[src/rtl/path_request_ctrl.sv]
// path_request_ctrl: sequences a path request to a soft CPU.
// Preloads start/end node and clears the result mailboxes in CPU data memory
// while holding the CPU in reset. It then releases the CPU and snoops its
// stores to collect path nodes and detect the completion flag.
// Optional feature: define PATH_CTRL_TIMEOUT_EN to abort RUN after
// TIMEOUT_CYCLES cycles through the ERR state.
// The read port is 4 bits wide, so MAX_NODES is expected to be at most 16.
module path_request_ctrl #(
    parameter int unsigned MAX_NODES      = 16,
    parameter int unsigned TIMEOUT_CYCLES = 2000000
) (
    input  logic        clk_50M,
    input  logic        reset_n,
    input  logic        start,
    input  logic [4:0]  sp,
    input  logic [4:0]  ep,
    output logic        cpu_reset,
    output logic        ext_memwrite,
    output logic [31:0] ext_dataadr,
    output logic [31:0] ext_writedata,
    input  logic        cpu_memwrite,
    input  logic [31:0] cpu_dataadr,
    input  logic [31:0] cpu_writedata,
    input  logic [3:0]  rd_idx,
    output logic [4:0]  rd_node,
    output logic        busy,
    output logic [4:0]  path_len,
    output logic        path_found,
    output logic        overflow,
    output logic        timeout,
    output logic        done
);

    typedef enum logic [2:0] {
        IDLE,
        LD_SP,
        LD_EP,
        CLR_NODE,
        CLR_DONE,
        RUN,
        FIN,
        ERR
    } state_t;

    localparam logic [31:0] ADDR_SP   = 32'h0200_0000;
    localparam logic [31:0] ADDR_EP   = 32'h0200_0004;
    localparam logic [31:0] ADDR_NODE = 32'h0200_0008;
    localparam logic [31:0] ADDR_DONE = 32'h0200_000C;
    localparam logic [4:0]  MAX_LEN   = 5'(MAX_NODES);

    state_t      state;
    logic [4:0]  ep_q;
    logic [4:0]  buffer [16];
    logic        node_store;
    logic        done_store;
    logic        buf_wr;

    assign node_store = cpu_memwrite && (cpu_dataadr == ADDR_NODE);
    assign done_store = cpu_memwrite && (cpu_dataadr == ADDR_DONE) &&
                        (cpu_writedata == 32'd1);
    assign buf_wr     = (state == RUN) && node_store && (path_len < MAX_LEN);

`ifdef PATH_CTRL_TIMEOUT_EN
    localparam logic [31:0] TMO_LAST = 32'(TIMEOUT_CYCLES - 1);

    logic [31:0] tmo_cnt;
    logic        tmo_hit;

    assign tmo_hit = (tmo_cnt == TMO_LAST);
`else
    assign timeout = 1'b0;
`endif

    // Control FSM; every output is registered together with the next state
    always_ff @(posedge clk_50M or negedge reset_n) begin
        if (!reset_n) begin
            state         <= IDLE;
            ep_q          <= '0;
            cpu_reset     <= 1'b1;
            busy          <= 1'b0;
            done          <= 1'b0;
            path_len      <= '0;
            path_found    <= 1'b0;
            overflow      <= 1'b0;
            ext_memwrite  <= 1'b0;
            ext_dataadr   <= '0;
            ext_writedata <= '0;
`ifdef PATH_CTRL_TIMEOUT_EN
            timeout       <= 1'b0;
            tmo_cnt       <= '0;
`endif
        end else begin
            ext_memwrite  <= 1'b0;
            ext_dataadr   <= '0;
            ext_writedata <= '0;
            done          <= 1'b0;
            case (state)
                IDLE: begin
                    if (start) begin
                        // sp is consumed directly by the first preload write
                        ep_q          <= ep;
                        path_len      <= '0;
                        path_found    <= 1'b0;
                        overflow      <= 1'b0;
`ifdef PATH_CTRL_TIMEOUT_EN
                        timeout       <= 1'b0;
`endif
                        busy          <= 1'b1;
                        state         <= LD_SP;
                        ext_memwrite  <= 1'b1;
                        ext_dataadr   <= ADDR_SP;
                        ext_writedata <= {27'b0, sp};
                    end
                end
                LD_SP: begin
                    state         <= LD_EP;
                    ext_memwrite  <= 1'b1;
                    ext_dataadr   <= ADDR_EP;
                    ext_writedata <= {27'b0, ep_q};
                end
                LD_EP: begin
                    state         <= CLR_NODE;
                    ext_memwrite  <= 1'b1;
                    ext_dataadr   <= ADDR_NODE;
                end
                CLR_NODE: begin
                    state         <= CLR_DONE;
                    ext_memwrite  <= 1'b1;
                    ext_dataadr   <= ADDR_DONE;
                end
                CLR_DONE: begin
                    state     <= RUN;
                    cpu_reset <= 1'b0;
`ifdef PATH_CTRL_TIMEOUT_EN
                    tmo_cnt   <= '0;
`endif
                end
                RUN: begin
                    if (node_store) begin
                        if (path_len < MAX_LEN) begin
                            path_len <= path_len + 5'd1;
                        end else begin
                            overflow <= 1'b1;
                        end
                    end
                    if (done_store) begin
                        path_found <= 1'b1;
                        done       <= 1'b1;
                        cpu_reset  <= 1'b1;
                        state      <= FIN;
`ifdef PATH_CTRL_TIMEOUT_EN
                    end else if (tmo_hit) begin
                        timeout    <= 1'b1;
                        cpu_reset  <= 1'b1;
                        state      <= ERR;
                    end else begin
                        tmo_cnt    <= tmo_cnt + 32'd1;
`endif
                    end
                end
                FIN, ERR: begin
                    busy  <= 1'b0;
                    state <= IDLE;
                end
                default: begin
                    busy      <= 1'b0;
                    cpu_reset <= 1'b1;
                    state     <= IDLE;
                end
            endcase
        end
    end

    // Path buffer write; contents need no reset since path_len bounds validity
    always_ff @(posedge clk_50M) begin
        if (buf_wr) begin
            buffer[path_len[3:0]] <= cpu_writedata[4:0];
        end
    end

    assign rd_node = buffer[rd_idx];

endmodule

[config.mk]
export PLATFORM = sky130hd
export DESIGN_NAME = path_request_ctrl
export DESIGN_NICKNAME = d
export VERILOG_FILES = /design/src/rtl/path_request_ctrl.sv
export SDC_FILE = /design/constraint.sdc
export NUM_CORES = 1
export LEC_CHECK = 0
export ABC_AREA = 1
export BUFFER_PORTS_ARGS = -buffer_cell sky130_fd_sc_hd__clkbuf_2
export CAP_MARGIN = 20
export CORE_MARGIN = 1.5
export CORE_UTILIZATION = 40
export DETAILED_ROUTE_END_ITERATION = 10
export GPL_ROUTABILITY_DRIVEN = 0
export PLACE_DENSITY = 0.65
export SLEW_MARGIN = 20
export SYNTH_ARGS = -nofsm -noshare
export SYNTH_HDL_FRONTEND = slang
export SYNTH_SLANG_ARGS = --single-unit
[constraint.sdc]
create_clock -name clk_50M -period 2.5 [get_ports clk_50M]
set_input_delay 0.375 -clock clk_50M [delete_from_list [all_inputs] [get_ports clk_50M]]
set_output_delay 0.375 -clock clk_50M [all_outputs]
set_load 0.05 [all_outputs]
## Yosys cells after proc, flatten, opt, wreduce, memory -nomap -nowiden

Memory sizes are Yosys's and may differ from the RTL's.
Cells that the tools add are included.
Widths: inputs -> output; s select.

| operators by class | value |
|---|---|
| add/subtract/negate cells | 1 |
| equality and inequality tests | 15 |
| reduce and logical (&&, ||, !) cells | 18 |
| order comparisons | 1 |
| multiplexer cells | 26 |

Operators with widths:

| operator | number |
|---|---|
| $pmux 26 s4 | 1 |
| $eq 32x26->1 const B | 2 |
| $eq 32x1->1 const B | 1 |
| $mux 26 | 1 |
| $pmux 3 s7 | 1 |
| $mux 5 | 4 |
| $pmux 5 s2 | 2 |
| $eq 3x3->1 const B | 4 |
| $mux 1 | 10 |
| $pmux 1 s2 | 5 |
| $ne 2x2->1 const B | 4 |
| $reduce_and 2->1 | 4 |
| $reduce_and 4->1 | 2 |
| $eq 3x2->1 const B | 2 |
| $mux 3 | 2 |
| $reduce_bool 2->1 | 3 |
| $add 5x1->5 const B | 1 |
| $logic_and 1x1->1 | 5 |
| $lt 5x5->1 const B | 1 |
| $eq 3x1->1 const B | 1 |
| $logic_not 3->1 | 1 |
| $reduce_and 3->1 | 1 |
| $reduce_or 3->1 | 1 |
| $ne 2x1->1 const B | 1 |
| $reduce_or 2->1 | 1 |

| storage, ports and cells | value |
|---|---|
| RAM bits | 80 |
| output and inout bits | 81 |
| memories kept | 1 |
| input port bits | 82 |
| register bits | 83 |
| word-level logic and storage cells | 73 |

Memories:

| name | words | width | read ports | clocked after Yosys merged registers in | wr ports | line | text |
|---|---|---|---|---|---|---|---|
| buffer | 16 | 5 | 1 | 0 | 1 | 53 | `logic [4:0] buffer [16];` |

## Logic depth before layout (Yosys ltp)

Gate-level depths: netlist of run 1.

| depth | value |
|---|---|
| depth in word-level cells | 6 |
| mapped depth | 9 |
| depth with buffers taken out | 9 |

## Worst setup path before layout of run 1

Ideal clock, no wire load.

| timing path | value |
|---|---|
| path kind | register to register |
| start | register path_len[1] |
| end | memory buffer[15][0] (enable) |
| setup time | 0.374 ns |
| buffers on the path | 0 |
| data arrival time | 1.683 ns |
| required time | 2.126 ns |
| setup slack | 0.443 ns |
| clock period less this slack | 2.057 ns |
| cell stages (with the launch flop) | 6 |
| path through | dfrtp_1 > ha_1 > nand2_1 > inv_1 > nand2_1 > nor3_1 |

| on the way | value |
|---|---|
| cells in the longest elaborated chain, start to end | 4 |

RTL lines:

| item | line | text |
|---|---|---|
| start, declared | 27 | `output logic [4:0] path_len,` |
| start signal, assigned | 141 | `path_len <= path_len + 5'd1;` |
| $lt 5x5->1 | 61 | `assign buf_wr = (state == RUN) && node_store && (path_len < MAX_LEN);` |
| $logic_and 1x1->1 | 61 |  |
| $mux 1 | 176 | `if (buf_wr) begin` |
| $mux 1 (implied by the code) | 177 | `buffer[path_len[3:0]] <= cpu_writedata[4:0];` |
| end, declared | 53 |  |

Several ways; a longest one is shown, not always the timed one.

## Worst setup path after layout of run 1

| timing path | value |
|---|---|
| start | input rd_idx[1] |
| end | output rd_node[1] |

| on the way | value |
|---|---|
| cells in the longest elaborated chain, start to end | 1 |

RTL lines:

| item | line | text |
|---|---|---|
| start, declared | 24 | `input logic [3:0] rd_idx,` |
| $mem_v2 16x5 | -- |  |
| end, declared | 25 | `output logic [4:0] rd_node,` |

No other way between the ends.

==> flow_summary.ini, run 1 <==
[power]
leakagePower_nw = 2.622
p_per_area_nw_per_um2 = 799.2
vdd_drop_max_uv = 573.4

[routing]
wire_per_inst_um = 14.82
post_drt_via_cell_ratio = 4.814
dr.pass1.iters = 5
drt-initial-drc-count = 335
route.detailed.drc = 0
vias = 3726
routed_wl_mm = 11.47
ant_nets = 0

[global_routing]
grt_usage_pct = 18.05
grt_max_degree = 41
use_met3_pct = 4.498
antenna_found_initial = 0
grt_pass1_wl_mm = 17.96
grtUsageMet1_pct = 23.08
overflow = 0
use_met2_pct = 30.34
grt.busiest_layer = met2
grt_pass1_vias = 3518

[clock_network]
cts_resized = 0
cts_root_buffer = clkbuf_16
clockBufferDepth = 2
postCtsSetupBuffers = 0
holdBufCountCts = 0
cts.clk_slew.worst_paths_ns = 0.07
htree_levels = 3
cts_inserted_buffers = 9
cts.sinks = 107
cts_tree = built
clkLatencyLatePin_ns = 0.34

[finish]
area_growth_pct = 18.64
n_antenna_cell = 0
layout-drive-gt1-share_pct = 24.09
post-route-cell-area_um2 = 6028
nets = 687

[synth]
yosys.area.top_type = edfxtp_1
synthTopCellsByArea = edfxtp_1, dfrtp_1, buf_4
ys.flop_type = edfxtp_1
syn_avg_cell_area_um2 = 10.39
async_flop_share_pct = 25.23
yosysSeqAreaShare_pct = 60.60
yosysWarnings = 0
ys_ff_latch = 107
synth_top_area_share_pct = 47.28
syn-cell-area_um2 = 5081
synth_edf_count = 80
ys_types = 28
synth_cells = 489
synth_common_cells = nor2_1, edfxtp_1, buf_4, nand2_1, o21ai_0
post-synth-top-count-cell = nor2_1

[sta]
slew_violations = 0
setup_viol = 0
slew_headroom_pct = 56.06
fmax_ghz = 0.4597
tns_ns = 0
fin_skew_ns = 0.009155
hold_violations = 0
tightest_slew_ns = 0.6591
rsz0062_at_grt = no
period_needed_ns = 2.175
final.period_utilization_pct = 87.01

[setup_path]
cp-end-kind = output pin
r2r_end = buffer[7][0]$_DFFE_PP_
crit_start = rd_idx[1]
arrival_ns = 1.80
ff2ff_setup_slack_ns = 0.37
cp.required_ns = 2.12
rr_startpoint = state[1]$_DFFE_PN0P_
r2r_cells = 8
path_class = input pin to output pin
path_max_fanout = 20
cp-start-kind = input pin

[floorplanning]
initial_core_util_pct = 41.61
io-pin-count = 163
fp.dieH_um = 115.7
rows = 40
core_area_um2 = 12210
fp.dieW_um = 115.7
die_area_um2 = 13390

[run]
drv_cap = 0

[placement]
place_hpwl_mm = 8.573
portBuffers = 105
place_area_um2 = 5703

[outcome]
status = completed

[worst_hold_path]
hp-class = input pin to asynchronous set/reset pin
-- cell usage in the layout (no fill, tap or decap), types with 3 or more instances in the layout --
cell / Yosys / final
a21oi_1: 3 / 3
clkbuf_2: 0 / 100
inv_2: 4 / 4
nand4_1: 7 / 7
dfrtp_1: 26 / 26
o21ai_0: 53 / 53
nor2_1: 98 / 98
conb_1: 1 / 57
nand2_4: 6 / 6
nand2_1: 54 / 54
ha_1: 4 / 4
buf_12: 0 / 5
nand3_1: 21 / 21
o221ai_1: 18 / 18
clkbuf_16: 0 / 9
nor3_1: 3 / 3
inv_1: 26 / 26
buf_4: 57 / 11
edfxtp_1: 80 / 80
-- metrics by stage --
stage | util (%) | worst slack, ns | instances | power [W] | hold slack (ns)
2_1_floorplan | - | 0.4433 | 545 | 0.003084 | 0.07941
3_3_place_gp | 46.70 | 0.3405 | 758 | 0.003341 | 0.4392
3_5_place_dp | 46.70 | 0.2383 | 758 | 0.003349 | 0.4425
4_1_cts | 49.36 | 0.3583 | 774 | 0.004855 | 0.06927
5_1_grt | 49.36 | 0.1781 | 774 | 0.005011 | 0.1039
6_report | 49.36 | 0.3246 | 774 | 0.004818 | 0.05179
-- worst max-delay path by stage --
| stage | end | cells after the start |
|---|---|---|
| 2_1_floorplan | buffer[15][0]$_DFFE_PP_ | 5 |
| 3_3_place_gp | buffer[6][1]$_DFFE_PP_ | 8 |
| 3_5_place_dp | buffer[6][1]$_DFFE_PP_ | 8 |
| 4_1_cts | buffer[6][2]$_DFFE_PP_ | 8 |
| 5_1_grt | rd_node[1] | 7 |
| 6_report | rd_node[1] | 7 |
-- cell type report --
cell class,count,area (um^2)
clock buffers,9,225.2
clock inverters,7,100.1
fillers,1144,6183
inverters,31,116.4
multi-input cells,336,1614
flip-flops and latches,107,3079
well taps,168,210.2
repair buffers,116,683.2
-- critical path, stage by stage --
cell,delay (ns)
clkbuf_2,0.09
inv_1,0.37
o21ai_0,0.20
o221ai_1,0.32
nand3_1,0.16
nand2_1,0.14
buf_12,0.14
-- logic make-up (layout without fill, tap and decap cells) --
logic type	Yosys count	after routing	share of synthesized area, %
simple gates	194	194	16.99
flops	107	107	60.60
buf+inv	102	163	11.77
fa+ha+maj	4	4	0.9850
other cells	1	57	0.07380
compound gates	80	80	9.406
xor+xnor	1	1	0.1724
-- flip-flops by register name, indices dropped and copies added (netlist names) --
signal,count
ext_memwrite,1
done,1
ext_dataadr,3
ep_q,5
busy,1
ext_writedata,5
cpu_reset,1
path_found,1
path_len,5
state,3
overflow,1
buffer,80
-- power breakdown --
part	leakage (nW)	total [W]	internal (W)	switching, W
logic	1.40	0.00120	0.000282	0.000914
clock network	0.155	0.00150	0.000884	0.000620
registers	1.06	0.00212	0.00205	0.0000691
total	2.62	0.00482	0.00322	0.00160
-- layer usage --
layer | part of all wire (%) | wire [um] | vias to the layer above
met5 | 0 | 0 | -
met3 | 9.2 | 1061 | 18
met4 | 1.6 | 187 | 0
met2 | 49 | 5623 | 191
li1 | - | - | 1790
met1 | 40 | 4602 | 1727
Note: power is estimated with default switching activity, not from simulation.
==> inputs of run 2 (changes only) <==
Settings changed: ABC_AREA 1 to not set.
==> flow_summary.ini, run 2 <==
[outcome]
status = completed

[global_routing]
grt.busiest_layer = met2
grtUsageMet1_pct = 21.46
grt_usage_pct = 17.29
overflow = 0
grt_max_degree = 28
grt_pass1_wl_mm = 16.95
use_met2_pct = 29.74
antenna_found_initial = 0
grt_pass1_vias = 3187
use_met3_pct = 4.639

[floorplanning]
rows = 40
io-pin-count = 163
core_area_um2 = 12160
fp.dieW_um = 115.3
die_area_um2 = 13300
initial_core_util_pct = 41.49
fp.dieH_um = 115.3

[synth]
ys_types = 49
yosysWarnings = 0
yosys.area.top_type = edfxtp_1
synth_cells = 341
syn-cell-area_um2 = 5046
synthTopCellsByArea = edfxtp_1, dfrtp_1, mux4_2
post-synth-top-count-cell = edfxtp_1
ys.flop_type = edfxtp_1
synth_common_cells = edfxtp_1, buf_4, dfrtp_1, mux4_2, nand2_1
async_flop_share_pct = 25.23
yosysSeqAreaShare_pct = 61.02
synth_edf_count = 80
synth_top_area_share_pct = 47.61
ys_ff_latch = 107
syn_avg_cell_area_um2 = 14.80

[routing]
ant_nets = 0
dr.pass1.iters = 4
wire_per_inst_um = 16.73
post_drt_via_cell_ratio = 4.786
routed_wl_mm = 10.64
vias = 3044
drt-initial-drc-count = 157
route.detailed.drc = 0

[sta]
slew_headroom_pct = 55.99
final.period_utilization_pct = 93.81
tns_ns = 0
hold_violations = 0
period_needed_ns = 2.345
slew_violations = 0
fin_skew_ns = 0.005311
fmax_ghz = 0.4264
tightest_slew_ns = 0.6602
rsz0062_at_grt = no
setup_viol = 0
timing.final.ws_setup_ns = 0.1547

[clock_network]
htree_levels = 3
cts_root_buffer = clkbuf_16
cts.clk_slew.worst_paths_ns = 0.07
clockBufferDepth = 2
cts_tree = built
holdBufCountCts = 0
postCtsSetupBuffers = 0
cts_resized = 0
cts.sinks = 107
cts_inserted_buffers = 9
clkLatencyLatePin_ns = 0.35

[setup_path]
r2r_cells = 5
path_max_fanout = 1
arrival_ns = 1.97
cp-end-kind = output pin
r2r_end = buffer[12][2]$_DFFE_PP_
ff2ff_setup_slack_ns = 0.35
cpMostUsedCell = mux4_2
cpMaxStageDelayCell = mux4_2
worstPathCellList = mux4_2 > mux4_2 > clkbuf_2
rr_startpoint = state[1]$_DFFE_PN0P_
path_class = register to output pin
max_stage_delay_ns = 0.49
cp.required_ns = 2.12
cp-start-kind = register
crit_start = buffer[13][1]$_DFFE_PP_

[run]
drv_cap = 0

[placement]
place_ws_ns = 0.1842
portBuffers = 105
place_hpwl_mm = 8.095
dp_cells = 620

[finish]
final_common_cell = clkbuf_2
final_util_pct = 48.83
fillerInstances = 1048
final_cell_mix = clkbuf_2, edfxtp_1, conb_1, dfrtp_1, mux4_2
nets = 549
final_cell_count_no_fill = 636
n_antenna_cell = 0
layout-drive-gt1-share_pct = 38.89
area_growth_pct = 17.68
largest_reg_flops = 80

[power]
leakagePower_nw = 2.417
p_per_area_nw_per_um2 = 771.7
vdd_drop_max_uv = 692.8

[worst_hold_path]
hp-class = input pin to asynchronous set/reset pin
## run 2: cell count changes in the layout (fill, tap and decap cells not counted), sizes merged, moves of 15 or more
cell | previous run | this run
nor2 | 101 | 16
o21ai | 53 | 2
nand2 | 60 | 24
mux4 | 0 | 25
inv | 31 | 7
nand3 | 21 | 1
o221ai | 18 | 1
nor4 | 0 | 15
## run 2: per-layer routing
metal | vias to the layer above | share of wire, % | wire, um
met5 | - | 0 | 0
met4 | 0 | 1.4 | 153
met3 | 12 | 5.1 | 544
met2 | 95 | 51 | 5451
met1 | 1500 | 42 | 4493
li1 | 1437 | - | -
## run 2: power by group
| group | internal, W | leakage, nW | total, W | switching (W) |
|---|---|---|---|---|
| Clock | 0.000683 | 0.139 | 0.00132 | 0.000636 |
| Sequential | 0.00204 | 1.07 | 0.00211 | 0.0000656 |
| Combinational | 0.000316 | 1.21 | 0.00115 | 0.000839 |
| Total | 0.00304 | 2.42 | 0.00458 | 0.00154 |
## run 2: worst max-delay path, delay by kind of cell, from the launching register on
kind,cells,cell delay [ns]
buffers and inverters,1,0.25
flip-flops,1,0.42
multiplexers,2,0.97
## run 2: per-stage QoR
stage	hold WS (ns)	area [um^2]	power, W
final	0.04305	5938	0.004583
after global routing	0.09999	5938	0.004782
after CTS	0.06300	5938	0.004618
after detailed placement	0.4434	5662	0.003300
after global placement	0.4292	5662	0.003282
after floorplan	0.07941	5256	0.003100
## run 2: logic make-up (layout without fill, tap and decap cells)
| group | Yosys count | in the layout | synth area share (%) |
|---|---|---|---|
| AOI/OAI and AO/OA | 22 | 22 | 3.645 |
| adders and majority gates | 4 | 4 | 0.9919 |
| buffers and inverters | 79 | 150 | 10.74 |
| DFF | 107 | 107 | 61.02 |
| muxes | 26 | 26 | 11.36 |
| other | 1 | 57 | 0.07431 |
| and+or+nand+nor | 102 | 102 | 12.17 |
## run 2: worst max-delay path by stage
| stage | to |
|---|---|
| floorplan | buffer[12][0]$_DFFE_PP_ |
| global placement | rd_node[0] |
| detailed placement | rd_node[0] |
| CTS | rd_node[4] |
| global route | buffer[12][2]$_DFFE_PP_ |
| finish | rd_node[1] |
## run 2: layout make-up
type	count	area, um^2	area share (%)
repair buffers	129	718.2	12.09
clock buffers	9	225.2	3.793
inverters	5	18.77	0.3161
multi-input cells	211	1635	27.54
clock inverters	7	51.30	0.8639
well taps	168	210.2	3.540
flip-flops and latches	107	3079	51.85
